===== src/rtl/periph_err_slave.sv =====
// Error slave for the cluster peripheral interconnect: answers every request with r_opc_o = 1
// after a fixed latency, and keeps a saturating error count plus a first-error capture.
module periph_err_slave #(
  parameter int unsigned ADDR_WIDTH      = 32,
  parameter int unsigned DATA_WIDTH      = 32,
  parameter int unsigned BE_WIDTH        = 4,
  parameter int unsigned ID_WIDTH        = 13,
  parameter int unsigned RESP_LATENCY    = 1,
  parameter int unsigned MAX_OUTSTANDING = 2,
  parameter logic [DATA_WIDTH-1:0] ERR_DATA = 32'hBADCAB1E,
  parameter int unsigned CNT_WIDTH       = 16
) (
  input  logic                  clk_i,
  input  logic                  rst_ni,
  input  logic                  req_i,
  input  logic [ADDR_WIDTH-1:0] add_i,
  input  logic                  wen_i,
  input  logic [DATA_WIDTH-1:0] wdata_i,
  input  logic [BE_WIDTH-1:0]   be_i,
  input  logic [ID_WIDTH-1:0]   id_i,
  output logic                  gnt_o,
  output logic                  r_valid_o,
  output logic [DATA_WIDTH-1:0] r_rdata_o,
  output logic                  r_opc_o,
  output logic [ID_WIDTH-1:0]   r_id_o,
  input  logic                  clear_i,
  output logic [CNT_WIDTH-1:0]  err_cnt_o,
  output logic                  err_valid_o,
  output logic [ADDR_WIDTH-1:0] err_addr_o,
  output logic [ID_WIDTH-1:0]   err_id_o,
  output logic                  err_we_n_o,
  output logic                  err_irq_o
);

  localparam int unsigned PendW = $clog2(MAX_OUTSTANDING + 1);
  localparam logic [PendW-1:0] MaxPend = PendW'(MAX_OUTSTANDING);

  logic [PendW-1:0] pending_q, pending_d;

  logic [RESP_LATENCY-1:0]               vld_q, vld_d;
  logic [RESP_LATENCY-1:0][ID_WIDTH-1:0] id_q, id_d;
  logic [RESP_LATENCY-1:0]               we_n_q, we_n_d;

  logic [CNT_WIDTH-1:0]  cnt_q, cnt_d;
  logic                  err_valid_q, err_valid_d;
  logic [ADDR_WIDTH-1:0] err_addr_q, err_addr_d;
  logic [ID_WIDTH-1:0]   err_id_q, err_id_d;
  logic                  err_we_n_q, err_we_n_d;
  logic                  irq_q, irq_d;

  logic accept;
  logic resp_valid;
  logic unused_inputs;

  assign unused_inputs = ^{wdata_i, be_i};

  assign resp_valid = vld_q[RESP_LATENCY-1];
  // A slot frees up in the same cycle the oldest response leaves.
  assign gnt_o      = (pending_q < MaxPend) || resp_valid;
  assign accept     = req_i && gnt_o;

  always_comb begin
    pending_d = pending_q;
    if (accept && !resp_valid) begin
      pending_d = pending_q + 1'b1;
    end else if (!accept && resp_valid) begin
      pending_d = pending_q - 1'b1;
    end
  end

  always_comb begin
    vld_d     = '0;
    id_d      = '0;
    we_n_d    = '0;
    vld_d[0]  = accept;
    id_d[0]   = id_i;
    we_n_d[0] = wen_i;
    for (int unsigned k = 1; k < RESP_LATENCY; k++) begin
      vld_d[k]  = vld_q[k-1];
      id_d[k]   = id_q[k-1];
      we_n_d[k] = we_n_q[k-1];
    end
  end

  // Clear is applied before a same-cycle accept, so the accept re-arms the capture.
  always_comb begin
    cnt_d       = clear_i ? '0 : cnt_q;
    err_valid_d = clear_i ? 1'b0 : err_valid_q;
    err_addr_d  = err_addr_q;
    err_id_d    = err_id_q;
    err_we_n_d  = err_we_n_q;
    irq_d       = 1'b0;
    if (accept) begin
      if (cnt_d != '1) begin
        cnt_d = cnt_d + 1'b1;
      end
      if (!err_valid_d) begin
        err_valid_d = 1'b1;
        err_addr_d  = add_i;
        err_id_d    = id_i;
        err_we_n_d  = wen_i;
        irq_d       = 1'b1;
      end
    end
  end

  always_ff @(posedge clk_i) begin
    if (!rst_ni) begin
      pending_q   <= '0;
      vld_q       <= '0;
      id_q        <= '0;
      we_n_q      <= '0;
      cnt_q       <= '0;
      err_valid_q <= 1'b0;
      err_addr_q  <= '0;
      err_id_q    <= '0;
      err_we_n_q  <= 1'b0;
      irq_q       <= 1'b0;
    end else begin
      pending_q   <= pending_d;
      vld_q       <= vld_d;
      id_q        <= id_d;
      we_n_q      <= we_n_d;
      cnt_q       <= cnt_d;
      err_valid_q <= err_valid_d;
      err_addr_q  <= err_addr_d;
      err_id_q    <= err_id_d;
      err_we_n_q  <= err_we_n_d;
      irq_q       <= irq_d;
    end
  end

  assign r_valid_o   = resp_valid;
  assign r_opc_o     = resp_valid;
  assign r_id_o      = resp_valid ? id_q[RESP_LATENCY-1] : '0;
  assign r_rdata_o   = (resp_valid && we_n_q[RESP_LATENCY-1]) ? ERR_DATA : '0;
  assign err_cnt_o   = cnt_q;
  assign err_valid_o = err_valid_q;
  assign err_addr_o  = err_addr_q;
  assign err_id_o    = err_id_q;
  assign err_we_n_o  = err_we_n_q;
  assign err_irq_o   = irq_q;

endmodule


===== config.mk =====
export PLATFORM = sky130hd
export DESIGN_NAME = periph_err_slave
export DESIGN_NICKNAME = d
export VERILOG_FILES = /design/src/rtl/periph_err_slave.sv
export SDC_FILE = /design/constraint.sdc
export NUM_CORES = 1
export LEC_CHECK = 0
export ABC_AREA = 1
export CAP_MARGIN = 20
export CORE_MARGIN = 3
export CORE_UTILIZATION = 40
export CTS_CLUSTER_DIAMETER = 40
export DETAILED_ROUTE_END_ITERATION = 12
export PLACE_DENSITY = 0.82
export SYNTH_ARGS = -nofsm -noshare
export SYNTH_HDL_FRONTEND = slang
export SYNTH_SLANG_ARGS = --single-unit

===== constraint.sdc =====
create_clock -name clk_i -period 5.9 [get_ports clk_i]
set_clock_uncertainty 0.05 [all_clocks]
set_input_delay 1.475 -clock clk_i [delete_from_list [all_inputs] [get_ports clk_i]]
set_output_delay 1.475 -clock clk_i [all_outputs]
set_load 0.1 [all_outputs]

==> flow_metrics.py, run 1 <==
metrics = {
    "layout": {
        "layoutNonFillerInstCount": 742,
        "final_nets": 717,
        "num_antenna_cells": 0,
        "synthToLayoutAreaGrowth_pct": 42.2,
        "drive_above_1_share_pct": 4.89,
    },
    "floorplanning": {
        "die_area_um2": 10300,
        "die_h_um": 102,
        "core_um2": 8810,
        "ioPinCount": 198,
        "die-width_um": 102,
        "initial_core_util_pct": 41.6,
        "rows": 34,
    },
    "synthesis": {
        "ys_warn_count": 0,
        "synth-simple-area-share_pct": 27.8,
        "synth_ff_type": "dfxtp_1",
        "async_flop_share_pct": 0,
        "syn_area_per_cell_um2": 7.12,
        "yosysTopAreaCell": "dfxtp_1",
        "synth_top_area_share_pct": 44.3,
        "yosysSeqAreaShare_pct": 44.3,
        "synth_top_family_by_area": "simple AND/OR/NAND/NOR gates",
        "synthMuxAreaShare_pct": 0,
        "synth_area_leaders": "dfxtp_1, nand2_1, nand3_1, a21oi_1, buf_4",
        "synth-seq-cells": 81,
        "yosysUniqueCellTypes": 27,
        "yosys.area_share.adder_pct": 0.684,
        "synth.cell_area_um2": 3660,
        "synth_edf_count": 0,
        "synth_compound_area_share_pct": 10.2,
        "synth_xor_area_share_pct": 1.20,
        "syn_inst": 514,
    },
    "place": {
        "port_buffers": 148,
        "place_congestion": 0.919,
        "dpl.cell_count": 726,
        "dpl.hpwl_um": 7150,
    },
    "global_routing": {
        "grt_max_degree": 62,
        "antenna_found_initial": 0,
        "globalRoute.totalOverflow": 0,
        "grt_pass1_wl_um": 16000,
        "grtUsageTotal_pct": 19.4,
        "first_global_vias": 3456,
    },
    "clocking": {
        "cts_buffer_depth": 2,
        "htree_levels": 3,
        "cts_setup_buffers": 0,
        "cts_tree": "yes",
        "cts.reportedPaths.clkPinSlew_ps": 80,
        "postCtsHoldBufs": 0,
        "cts.sinks": 81,
        "insertion_delay_ps": 350,
        "ctsResizeCount": 0,
        "cts_inserted_buffers": 9,
        "root_buffer": "clkbuf_8",
    },
    "setup_path": {
        "crit_chain": "nand2_1, inv_1, clkdlybuf4s50_1",
        "cp_max_fo": 19,
        "cpLargestDelayFamily": "buffers and inverters",
        "slowest_stage": "clkdlybuf4s50_1",
        "end_kind": "primary output",
        "required_ps": 4380,
        "worstPathArrival_ps": 2770,
        "cpPeakStageDelay_ps": 1230,
        "crit_type": "reg2out",
        "critPathBufInv": 2,
        "worst_setup_path_start_kind": "flip-flop",
    },
    "timing": {
        "slew_headroom_pct": 32.6,
        "grt_setup_unrepaired": "no",
        "worstMarginPinSlew_ps": 1010,
        "finalHoldViolCount": 0,
        "fmax_ghz": 0.233,
        "setup_viol": 0,
        "min_period_over_period_pct": 72.8,
        "tns_ps": 0,
        "period_minus_slack_ps": 4300,
        "holdWs_ps": 416,
        "slew_viol_final": 0,
    },
    "detailed_routing": {
        "route.detailed.drc": 0,
        "wirelength_um": 10200,
        "routed_via_density": 4.95,
        "top_layer": "met4",
        "routed-wl-met3_um": 934,
        "wire_per_inst_um": 13.7,
        "firstDrtPassIters": 4,
        "ant_nets": 0,
        "vias": 3672,
        "m1WireLength_um": 4220,
        "drtIter0Drc": 172,
        "dr_wl_met2_um": 4820,
    },
    "flow_run": {
        "maxCapViolCount": 0,
    },
    "status": {
        "status": "complete, no violations",
    },
    "power": {
        "peakVddDrop_mv": 0.186,
        "leakagePower_uw": 0.00220,
        "p_per_area_nw_per_um2": 311,
        "p_total_uw": 1620,
    },
    "worst_hold_path": {
        "hp-class": "reg2reg",
    },
}
## state kept, by name, summed over array words and instances (netlist names)
register     flops
err_we_n_o       1
id_q            13
err_valid_o      1
we_n_q           1
err_irq_o        1
pending_q        2
err_cnt_o       16
err_id_o        13
err_addr_o      32
r_opc_o          1
## placed cells by master, fill, tap and decap left out, drive strengths merged
cell,n
a21boi,1
a21oi,59
buf,4
bufinv,2
clkbuf,10
clkdlybuf4s50,148
clkinv,3
clkinvlp,1
conb,13
dfxtp,81
ha,2
inv,54
nand2,126
nand3,66
nand3b,1
nand4,5
nor2,39
nor3,2
o21ai,12
xnor2,1
xor2,4
## cells by family (layout without fill, tap and decap cells)
family | count (synthesis) | after routing
compound gates | 72 | 72
xor+xnor | 5 | 5
fa+ha+maj | 2 | 2
buf+inv | 114 | 222
flops | 81 | 81
other cells | 1 | 13
simple gates | 239 | 239
## routing by layer
| layer | up-vias | track usage (%) |
|---|---|---|
| met4 | 0 | 8.38 |
| met3 | 17 | 6.34 |
| met1 | 1688 | 23.0 |
| li1 | 1813 | - |
| met5 | - | 0 |
| met2 | 154 | 32.0 |
## Yosys cell counts (3+ instances only)
cell type and count:
nand2_1 125, dfxtp_1 81, nand3_1 65, a21oi_1 59, inv_1 49, nor2_1 37
buf_4 32, clkbuf_1 14, buf_2 13, o21ai_0 8, nand4_1 4, o21ai_1 4
xor2_1 4, inv_2 3
## per-stage QoR
stage | instance area, µm² | utilization (%) | setup slack (ps)
floorplan | 3700 | - | 1910
global placement | 4980 | 56.6 | 1970
CTS | 5200 | 59.1 | 1530
detailed placement | 4980 | 56.6 | 1900
finish | 5200 | 59.1 | 1600
global route | 5200 | 59.1 | 1420
## final timing paths
path | from | endpoint | slack, ps | cells after the start
max | r_opc_o | r_rdata_o[28] | 1600 | 3
min | err_addr_o[23] | err_addr_o[23] | 420 | 2
max reg2reg | r_opc_o | pending_q[1] | 3370 | 8
min reg2reg | err_addr_o[23] | err_addr_o[23] | 420 | 2
## area by class of cell
type,instances,area [µm²]
Timing Repair Buffer,152,1510
Multi-Input combinational cell,331,1510
Clock buffer,10,128
Fill cell,795,3600
Inverter,54,205
Clock inverter,6,90.1
Tap cell,108,135
Sequential cell,81,1620
## tightest hold or removal path, delay by kind of cell (launching register included)
kind | cells | cell delay, ps
DFF | 1 | 320
and+or+nand+nor | 1 | 60
AOI/OAI and AO/OA | 1 | 50
## where the power goes
part	switching (µW)	internal, µW	total (µW)
Combinational	438	128	566
Clock	205	240	445
Sequential	22.5	585	608
Note: power is estimated with default switching activity, not from simulation.
==> inputs of run 2 (changes only) <==
--- a/config.mk
+++ b/config.mk
@@ -8,10 +8,10 @@
 export ABC_AREA = 1
 export CAP_MARGIN = 20
 export CORE_MARGIN = 3
-export CORE_UTILIZATION = 40
+export CORE_UTILIZATION = 35
 export CTS_CLUSTER_DIAMETER = 40
 export DETAILED_ROUTE_END_ITERATION = 12
-export PLACE_DENSITY = 0.82
+export PLACE_DENSITY = 0.76
 export SYNTH_ARGS = -nofsm -noshare
 export SYNTH_HDL_FRONTEND = slang
 export SYNTH_SLANG_ARGS = --single-unit
==> constraint.sdc (replaced) <==
create_clock -name clk_i -period 3.95 [get_ports clk_i]
set_clock_uncertainty 0.05 [all_clocks]
set_input_delay 0.9875 -clock clk_i [delete_from_list [all_inputs] [get_ports clk_i]]
set_output_delay 0.9875 -clock clk_i [all_outputs]
set_load 0.1 [all_outputs]
==> flow_metrics.py, run 2 (synthesis results as in run 1) <==
metrics = {
    "clocking": {
        "htree_levels": 3,
        "cts.sinks": 81,
        "postCtsHoldBufs": 0,
        "cts_buffer_depth": 2,
        "cts.reportedPaths.clkPinSlew_ps": 80,
        "ctsResizeCount": 0,
        "cts_tree": "yes",
        "insertion_delay_ps": 350,
        "cts_inserted_buffers": 9,
        "root_buffer": "clkbuf_8",
        "cts_setup_buffers": 0,
    },
    "timing": {
        "finalHoldViolCount": 0,
        "tns_ps": 0,
        "setup_viol": 0,
        "period_minus_slack_ps": 2980,
        "fmax_ghz": 0.335,
        "worstMarginPinSlew_ps": 1030,
        "min_period_over_period_pct": 75.6,
        "slew_viol_final": 0,
        "grt_setup_unrepaired": "no",
        "slew_headroom_pct": 31.3,
    },
    "setup_path": {
        "cpPeakStageDelay_ps": 1170,
        "cp_max_fo": 4,
        "cpLargestDelayFamily": "buffers and inverters",
        "end_kind": "primary output",
        "critPathBufInv": 1,
        "required_ps": 2910,
        "worst_setup_path_start_kind": "flip-flop",
        "crit_type": "reg2out",
        "worstPathArrival_ps": 1950,
        "crit_chain": "clkdlybuf4s50_1",
        "slowest_stage": "clkdlybuf4s50_1",
    },
    "layout": {
        "final_cell_mix": "nand2_1, clkdlybuf4s50_1, dfxtp_1, nand3_1, a21oi_1",
        "final_common_cell": "nand2_1",
        "fillers": 951,
        "largest_reg_flops": 32,
        "synthToLayoutAreaGrowth_pct": 39.7,
        "final_nets": 719,
        "final_util_pct": 51.4,
        "num_antenna_cells": 0,
        "drive_above_1_share_pct": 10.7,
    },
    "global_routing": {
        "grt_pass1_wl_um": 16600,
        "globalRoute.totalOverflow": 0,
        "first_global_vias": 3457,
        "grtUsageTotal_pct": 17.8,
        "grt_max_degree": 58,
        "antenna_found_initial": 0,
    },
    "detailed_routing": {
        "route.detailed.drc": 0,
        "firstDrtPassIters": 4,
        "vias": 3642,
        "drtIter0Drc": 246,
        "wire_per_inst_um": 13.7,
        "wirelength_um": 10500,
        "routed_via_density": 4.74,
        "ant_nets": 0,
        "top_layer": "met4",
        "m1WireLength_um": 4230,
        "dr_wl_met2_um": 4980,
        "routed-wl-met3_um": 1070,
    },
    "floorplanning": {
        "die_area_um2": 11700,
        "die-width_um": 108,
        "rows": 36,
        "initial_core_util_pct": 36.8,
        "die_h_um": 108,
        "ioPinCount": 198,
        "core_um2": 9950,
    },
    "power": {
        "leakagePower_uw": 0.00224,
        "peakVddDrop_mv": 0.221,
        "p_per_area_nw_per_um2": 449,
    },
    "place": {
        "place_congestion": 0.834,
        "dpl.hpwl_um": 7400,
        "port_buffers": 148,
    },
    "status": {
        "status": "complete, no violations",
    },
    "worst_hold_path": {
        "hp-class": "reg2reg",
    },
    "flow_run": {
        "maxCapViolCount": 0,
    },
}
run 2: cell count changes in the layout (fill, tap and decap cells not counted):
cell,delta
clkinv_2,+1
clkdlybuf4s50_1,-35
clkbuf_1,-1
clkbuf_8,+1
clkinv_4,-1
clkinvlp_4,+2
inv_6,-1
buf_4,+37
bufinv_16,-2
run 2: path summary, 6_finish.rpt:
check | from | end | slack [ps] | depth (start not counted)
setup / recovery | err_cnt_o[4] | err_cnt_o[4] | 970 | 1
hold / removal | err_addr_o[7] | err_addr_o[7] | 420 | 2
setup reg to reg | r_opc_o | err_cnt_o[12] | 1820 | 10
hold reg to reg | err_addr_o[7] | err_addr_o[7] | 420 | 2
run 2: power by group:
part / switching, µW / internal (µW) / leakage, µW
Sequential: 29.5 / 874 / 0.000665
Combinational: 660 / 188 / 0.00150
Clock: 306 / 240 / 0.0000802
Total: 995 / 1300 / 0.00224
run 2: layout make-up:
| class | count | area (µm²) | share of cell area (%) |
|---|---|---|---|
| well taps | 133 | 166 | 3.25 |
| clock inverters | 5 | 32.5 | 0.636 |
| clock buffers | 10 | 138 | 2.69 |
| repair buffers | 154 | 1440 | 28.1 |
| inverters | 54 | 205 | 4.01 |
| multi-input cells | 331 | 1510 | 29.6 |
| flip-flops and latches | 81 | 1620 | 31.7 |
run 2: per-layer routing:
metal  up-vias  global-route usage (%)
met5         -                       0
met4         0                    8.21
met3        17                    5.31
met2       162                    30.2
met1      1650                    20.5
li1       1813                       -
run 2: worst min-delay path: stages (launching register included):
cell	delay, ps
dfxtp_1	320
nand2_1	60
a21oi_1	50
run 2: through the flow:
| stage | cells | hold WS [ps] | cell area, µm² | worst slack, ps | power [µW] |
|---|---|---|---|---|---|
| detailed placement | 753 | 403 | 4940 | 681 | 1770 |
| global route | 768 | 440 | 5110 | 824 | 2400 |
| finish | 768 | 416 | 5110 | 965 | 2300 |
| CTS | 768 | 417 | 5110 | 937 | 2320 |
| global placement | 753 | 397 | 4940 | 738 | 1760 |
| floorplan | 526 | 413 | 3700 | 444 | 1580 |
